<file path="config.mk">
export PLATFORM = sky130hd
export DESIGN_NAME = ram_port_arbiter
export DESIGN_NICKNAME = d
export VERILOG_FILES = /design/src/rtl/ram_arb_pkg.sv /design/src/rtl/ram_arb_picker.sv /design/src/rtl/ram_port_arbiter.sv
export SDC_FILE = /design/constraint.sdc
export NUM_CORES = 1
export LEC_CHECK = 0
export ABC_AREA = 1
export CORE_MARGIN = 5
export CORE_UTILIZATION = 23
export DETAILED_ROUTE_END_ITERATION = 6
export PLACE_DENSITY = 0.51
export RECOVER_POWER = 25
export SETUP_SLACK_MARGIN = 0.2
export SLEW_MARGIN = 25
export SYNTH_ARGS = -nofsm -noshare
export SYNTH_HDL_FRONTEND = slang
export SYNTH_SLANG_ARGS = --single-unit
</file>
<file path="constraint.sdc">
create_clock -name wire_clock -period 2.1 [get_ports wire_clock]
set_input_delay 0.315 -clock wire_clock [delete_from_list [all_inputs] [get_ports wire_clock]]
set_output_delay 0.315 -clock wire_clock [all_outputs]
set_load 0.02 [all_outputs]
</file>
<file path="src/rtl/ram_arb_pkg.sv">
// Shared types and constants for the RAM port arbiter.
// Round-robin selection is enabled with RAM_ARB_ROUND_ROBIN_EN.
package ram_arb_pkg;

  typedef enum logic [1:0] {
    IDLE    = 2'd0,
    ACCESS  = 2'd1,
    CAPTURE = 2'd2
  } arb_state_e;

  localparam int MAX_REQ   = 4;
  localparam int REQ_FETCH = 0;
  localparam int REQ_DATA  = 1;
  localparam int REQ_DMA   = 2;

endpackage

</file>
<file path="src/rtl/ram_arb_picker.sv">
// Combinational winner select: fixed priority, or round-robin
// from ptr+1 when RAM_ARB_ROUND_ROBIN_EN is defined.
module ram_arb_picker
  import ram_arb_pkg::*;
#(
  parameter int NUM_REQ = 3
`ifdef RAM_ARB_ROUND_ROBIN_EN
  ,
  parameter int PW = 2
`endif
) (
`ifdef RAM_ARB_ROUND_ROBIN_EN
  input  logic [PW-1:0]      ptr,
`endif
  input  logic [NUM_REQ-1:0] req,
  output logic [NUM_REQ-1:0] win,
  output logic               any
);

  assign any = |req;

`ifdef RAM_ARB_ROUND_ROBIN_EN
  int best;
  int dist;

  // Smallest rotated distance from ptr+1 wins.
  always_comb begin
    win  = '0;
    best = NUM_REQ;
    dist = 0;
    for (int i = 0; i < NUM_REQ; i++) begin
      dist = i - int'(ptr) - 1;
      if (dist < 0) dist = dist + NUM_REQ;
      if (req[i] && dist < best) begin
        best   = dist;
        win    = '0;
        win[i] = 1'b1;
      end
    end
  end
`else
  always_comb begin
    win = '0;
    for (int i = NUM_REQ - 1; i >= 0; i--) begin
      if (req[i]) begin
        win    = '0;
        win[i] = 1'b1;
      end
    end
  end
`endif

endmodule

</file>
<file path="src/rtl/ram_port_arbiter.sv">
// Shares one synchronous RAM port among NUM_REQ requesters.
// Define RAM_ARB_ROUND_ROBIN_EN for round-robin selection.
module ram_port_arbiter
  import ram_arb_pkg::*;
#(
  parameter int NUM_REQ = 3,
  parameter int AW      = 16,
  parameter int DW      = 16
) (
  input  logic                         wire_clock,
  input  logic                         wire_reset_n,
  input  logic [NUM_REQ-1:0]           req,
  input  logic [NUM_REQ-1:0]           req_we,
  input  logic [NUM_REQ-1:0][AW-1:0]   req_addr,
  input  logic [NUM_REQ-1:0][DW-1:0]   req_wdata,
  output logic [NUM_REQ-1:0]           gnt,
  output logic [NUM_REQ-1:0]           rvalid,
  output logic [DW-1:0]                rdata,
  output logic [AW-1:0]                bus_RAM_ADDRESS,
  output logic                         wire_RW,
  output logic [DW-1:0]                bus_RAM_DATA_IN,
  input  logic [DW-1:0]                bus_RAM_DATA_OUT,
  output logic                         busy
);

`ifdef RAM_ARB_ROUND_ROBIN_EN
  localparam int PW = (NUM_REQ > 2) ? 2 : 1;
  logic [PW-1:0] ptr_q, ptr_d;
`endif

  arb_state_e state_q, state_d;
  logic [NUM_REQ-1:0] gnt_q, gnt_d;
  logic [NUM_REQ-1:0] rvalid_q, rvalid_d;
  logic [NUM_REQ-1:0] win_q, win_d;
  logic [NUM_REQ-1:0] pick;
  logic               any_req;
  logic [DW-1:0]      rdata_q, rdata_d;
  logic [DW-1:0]      wdata_q, wdata_d;
  logic [AW-1:0]      addr_q, addr_d;
  logic               rw_q, rw_d;
  logic [AW-1:0]      sel_addr;
  logic [DW-1:0]      sel_wdata;
  logic               sel_we;

  ram_arb_picker #(
    .NUM_REQ (NUM_REQ)
`ifdef RAM_ARB_ROUND_ROBIN_EN
    ,
    .PW      (PW)
`endif
  ) u_picker (
`ifdef RAM_ARB_ROUND_ROBIN_EN
    .ptr (ptr_q),
`endif
    .req (req),
    .win (pick),
    .any (any_req)
  );

  always_comb begin
    sel_addr  = '0;
    sel_wdata = '0;
    sel_we    = 1'b0;
    for (int i = 0; i < NUM_REQ; i++) begin
      if (pick[i]) begin
        sel_addr  = sel_addr | req_addr[i];
        sel_wdata = sel_wdata | req_wdata[i];
        sel_we    = sel_we | req_we[i];
      end
    end
  end

  always_comb begin
    state_d  = state_q;
    gnt_d    = '0;
    rvalid_d = '0;
    win_d    = win_q;
    rdata_d  = rdata_q;
    wdata_d  = wdata_q;
    addr_d   = addr_q;
    rw_d     = 1'b0;
`ifdef RAM_ARB_ROUND_ROBIN_EN
    ptr_d    = ptr_q;
`endif
    unique case (state_q)
      IDLE: begin
        if (any_req) begin
          state_d = ACCESS;
          win_d   = pick;
          gnt_d   = pick;
          addr_d  = sel_addr;
          wdata_d = sel_wdata;
          rw_d    = sel_we;
        end
      end
      ACCESS: begin
        state_d = rw_q ? IDLE : CAPTURE;
`ifdef RAM_ARB_ROUND_ROBIN_EN
        for (int i = 0; i < NUM_REQ; i++) begin
          if (win_q[i]) ptr_d = PW'(i);
        end
`endif
      end
      CAPTURE: begin
        rdata_d  = bus_RAM_DATA_OUT;
        rvalid_d = win_q;
        state_d  = IDLE;
      end
      default: state_d = IDLE;
    endcase
  end

  always_ff @(posedge wire_clock) begin
    if (!wire_reset_n) begin
      state_q  <= IDLE;
      gnt_q    <= '0;
      rvalid_q <= '0;
      win_q    <= '0;
      rdata_q  <= '0;
      wdata_q  <= '0;
      addr_q   <= '0;
      rw_q     <= 1'b0;
`ifdef RAM_ARB_ROUND_ROBIN_EN
      ptr_q    <= PW'(NUM_REQ - 1);
`endif
    end else begin
      state_q  <= state_d;
      gnt_q    <= gnt_d;
      rvalid_q <= rvalid_d;
      win_q    <= win_d;
      rdata_q  <= rdata_d;
      wdata_q  <= wdata_d;
      addr_q   <= addr_d;
      rw_q     <= rw_d;
`ifdef RAM_ARB_ROUND_ROBIN_EN
      ptr_q    <= ptr_d;
`endif
    end
  end

  assign gnt             = gnt_q;
  assign rvalid          = rvalid_q;
  assign rdata           = rdata_q;
  assign bus_RAM_ADDRESS = addr_q;
  assign wire_RW         = rw_q;
  assign bus_RAM_DATA_IN = wdata_q;
  assign busy            = (state_q != IDLE);

endmodule

</file>
==> results.md <==
* Status: complete, no violations
* Pin count of the biggest net entering global routing at 35
* GRT overflow at 0
* CP Class: reg -> out
* Final Cell Area at between 5000 and 6000 sq um
* Total CTS buffers at 9
* Post-CTS setup buffer count at 0
* Initial antenna violation count at 0
* Main synth FF type: dfxtp_1
* Syn_area_per_cell at 6.33 sq um
* Post-Synth Simple-Gate Area at 44.3%
* Clock share of power at about two fifths
* Sequential share of power at approximately 34%
* Area leader, netlist: dfxtp_1
* Post-CTS sizing at 0
* Vias in the first global route at 3367
* DR vias/cell at 4.10
* Worst setup SP type: register
* Max cap viols at 0
* Clock skew at around 3.2 ps
* Yosys cell types at 19
* Worst-path clk slew at around 50 ps
* HP Class: reg -> reg
* CTS tree: yes
* # port buffers at around 180
* Crit path arrival time at between 1000 and 1500 ps
* Post-synthesis xor/xnor area fraction at 0%
* Die Footprint at about 15000 sq um
* CTS max path bufs at 2
* Synth area leaders: dfxtp_1 (40%), nand3_1 (16%), nand2_1 (14%)
* Syn_nets at just under 600
* Post-route ant nets at 0
* Post-DP HPWL at ~8200 um
* Synth Register Bits at 60
* Top cells by count, synth: nand2_1 (111), nor2_1 (100), nand3_1 (95)
* Cell Pwr Density at roughly 740 nW/um^2
* Syn Inst Count at 470
* IO Count at ~180
* CP max FO at 3
* Die X at between 100 and 150 um
* Rows at between 40 and 50
* Iteration-0 DRC Markers at roughly 120
* Number of flops mapped to enable cells by yosys at 0
* H-tree depth at 3
* Pint at 2700 uW
* Count leader, synth: nand2_1
* Inserted Diodes at 0
* Largest family of logic cells by synthesized area: simple AND/OR/NAND/NOR gates
* Period minus WS final at ~1800 ps
* Multiplexer share of the synthesized area at 0%
* Highest ir drop seen on vdd at ~0.35 mV
* Slew of the pin with the lowest slew margin at approximately 1100 ps
* Hold-fix buffers, CTS at 0
* Post-synth top area share at about 40%
* YS warnings at 0
* Global-route usage over all layers at 13.7%
* Pre-antenna DRT Iters at 4
* Net Sw Power at 1100 uW
* CP required at around 1800 ps
* Async SR Flop Fraction at 0%
* Finish-stage setup viols at 0
* Placed instance area at just under 5000 sq um
* RSZ-0062 raised after global routing: no
* Vias at 3334
* Clk_lat worst skew at 320 ps
* DRC at 0
* Cell Area, Synth at around 3000 sq um
* Layout Nets at roughly 760
* CTS root buf: clkbuf_16
* Synth Area in Compound Gates at approximately 3.4%
* Setup TNS at 0 ps
* Comb power frac at approximately 27%
* Lkg Pwr at roughly 0.0022 uW
* Final worst-path cycle share at 84.6%
* Crit path capture type: output port
* Initial Util at between 20% and 30%
* Wire length of the first global-routing pass at approximately 16000 um
* Endpoints failing hold at 0
* Slew headroom at 28.6%
* GPL Wtd Cong at about 0.87
* WL per Instance at approximately 13 um
* Layout cells sized above 1 at between 5 and 6%
* Post-synthesis sequential area ratio at 40.4%
* Final Max Slew Viols at 0
* Die Span Y at ~120 um
* Synth Area in Adders at 0%
* Top achievable clock speed at 0.563 GHz
* CORE AREA at between 10000 and 15000 sq um
* Net Sw Frac at ~29%
* Clock sinks at 60
* PnR Total Power at 3800 uW
* Drt total wl at 10400 um
* Area Overhead vs Synth at 73.6%
power by group through the flow:
stage / Sequential (uW) / Clock, uW / Combinational, uW
after global placement: 1320 / 0 / 1060
after CTS: 1300 / 1520 / 1060
after global routing: 1320 / 1580 / 1150
after detailed placement: 1330 / 0 / 1060
after floorplan: 1450 / 0 / 409
final: 1300 / 1460 / 1040
logic make-up (layout without fill, tap and decap cells):
| logic type | after synthesis | after routing |
|---|---|---|
| buffers and inverters | 78 | 249 |
| AOI/OAI and AO/OA | 20 | 20 |
| DFF | 60 | 60 |
| and+or+nand+nor | 312 | 312 |
sequential cells by signal (all words and copies together), names as in the netlist:
| register | count |
|---|---|
| bus_RAM_ADDRESS | 16 |
| bus_RAM_DATA_IN | 16 |
| gnt | 3 |
| rdata | 16 |
| rvalid | 3 |
| state_q | 2 |
| win_q | 3 |
| wire_RW | 1 |
through the flow:
| step | std cells | setup WS (ps) | util, % | hold slack (ps) |
|---|---|---|---|---|
| 2_1_floorplan | 470 | 926 | - | 421 |
| 3_3_place_gp | 797 | 238 | 38.5 | 433 |
| 3_5_place_dp | 797 | 214 | 38.5 | 439 |
| 4_1_cts | 813 | 294 | 40.9 | 447 |
| 5_1_grt | 813 | 204 | 40.8 | 463 |
| 6_report | 813 | 323 | 40.8 | 436 |
per-layer routing:
| layer | GRT usage [%] | wire length [um] | up-vias |
|---|---|---|---|
| li1 | - | - | 1790 |
| met1 | 17.3 | 4590 | 1411 |
| met2 | 21.4 | 4670 | 121 |
| met3 | 4.77 | 1050 | 12 |
| met4 | 5.33 | 135 | 0 |
| met5 | 0 | 0 | - |
path summary, 6_finish.rpt:
path	start	to	slack, ps	depth (start not counted)
max	state_q[1]$_SDFFE_PN0P_	busy	320	3
min	win_q[1]$_SDFFE_PN0P_	rvalid[1]$_SDFF_PN0_	440	2
max reg2reg	state_q[1]$_SDFFE_PN0P_	win_q[2]$_SDFFE_PN0P_	910	5
min reg2reg	win_q[1]$_SDFFE_PN0P_	rvalid[1]$_SDFF_PN0_	440	2
worst max-delay path, stage by stage, from the launching register on:
cell and delay, ps:
dfxtp_1 320, nor2_1 200, inv_1 70, clkdlybuf4s50_1 550
cell usage in the layout (no fill, tap or decap):
| cell type | netlist | final |
|---|---|---|
| clkdlybuf4s50_1 | 0 | 172 |
| nand2_1 | 111 | 111 |
| nor2_1 | 100 | 101 |
| nand3_1 | 95 | 95 |
| dfxtp_1 | 60 | 60 |
| inv_1 | 43 | 43 |
| o21ai_0 | 16 | 18 |
| buf_4 | 2 | 10 |
| clkbuf_16 | 0 | 9 |
| nand2_2 | 2 | 2 |
| clkinvlp_4 | 0 | 2 |
| clkinv_4 | 0 | 2 |
| clkbuf_1 | 13 | 2 |
| dlygate4sd3_1 | 0 | 2 |
| buf_12 | 0 | 2 |
| nor2_8 | 1 | 1 |
| nor4_1 | 1 | 1 |
| nor3_1 | 1 | 1 |
| o21ai_1 | 3 | 1 |
| inv_2 | 1 | 1 |
| a21oi_1 | 1 | 1 |
| bufinv_16 | 0 | 1 |
| clkinv_2 | 0 | 1 |
| inv_6 | 0 | 1 |
| clkbuf_2 | 0 | 1 |
layout make-up:
class	count	area, sq um
Timing Repair Buffer	189	1870
Multi-Input combinational cell	332	1420
Sequential cell	60	1200
Clock buffer	9	225
Fill cell	1376	7500
Inverter	44	165
Tap cell	172	215
Clock inverter	7	76.3
Note: power is estimated with default switching activity, not from simulation.
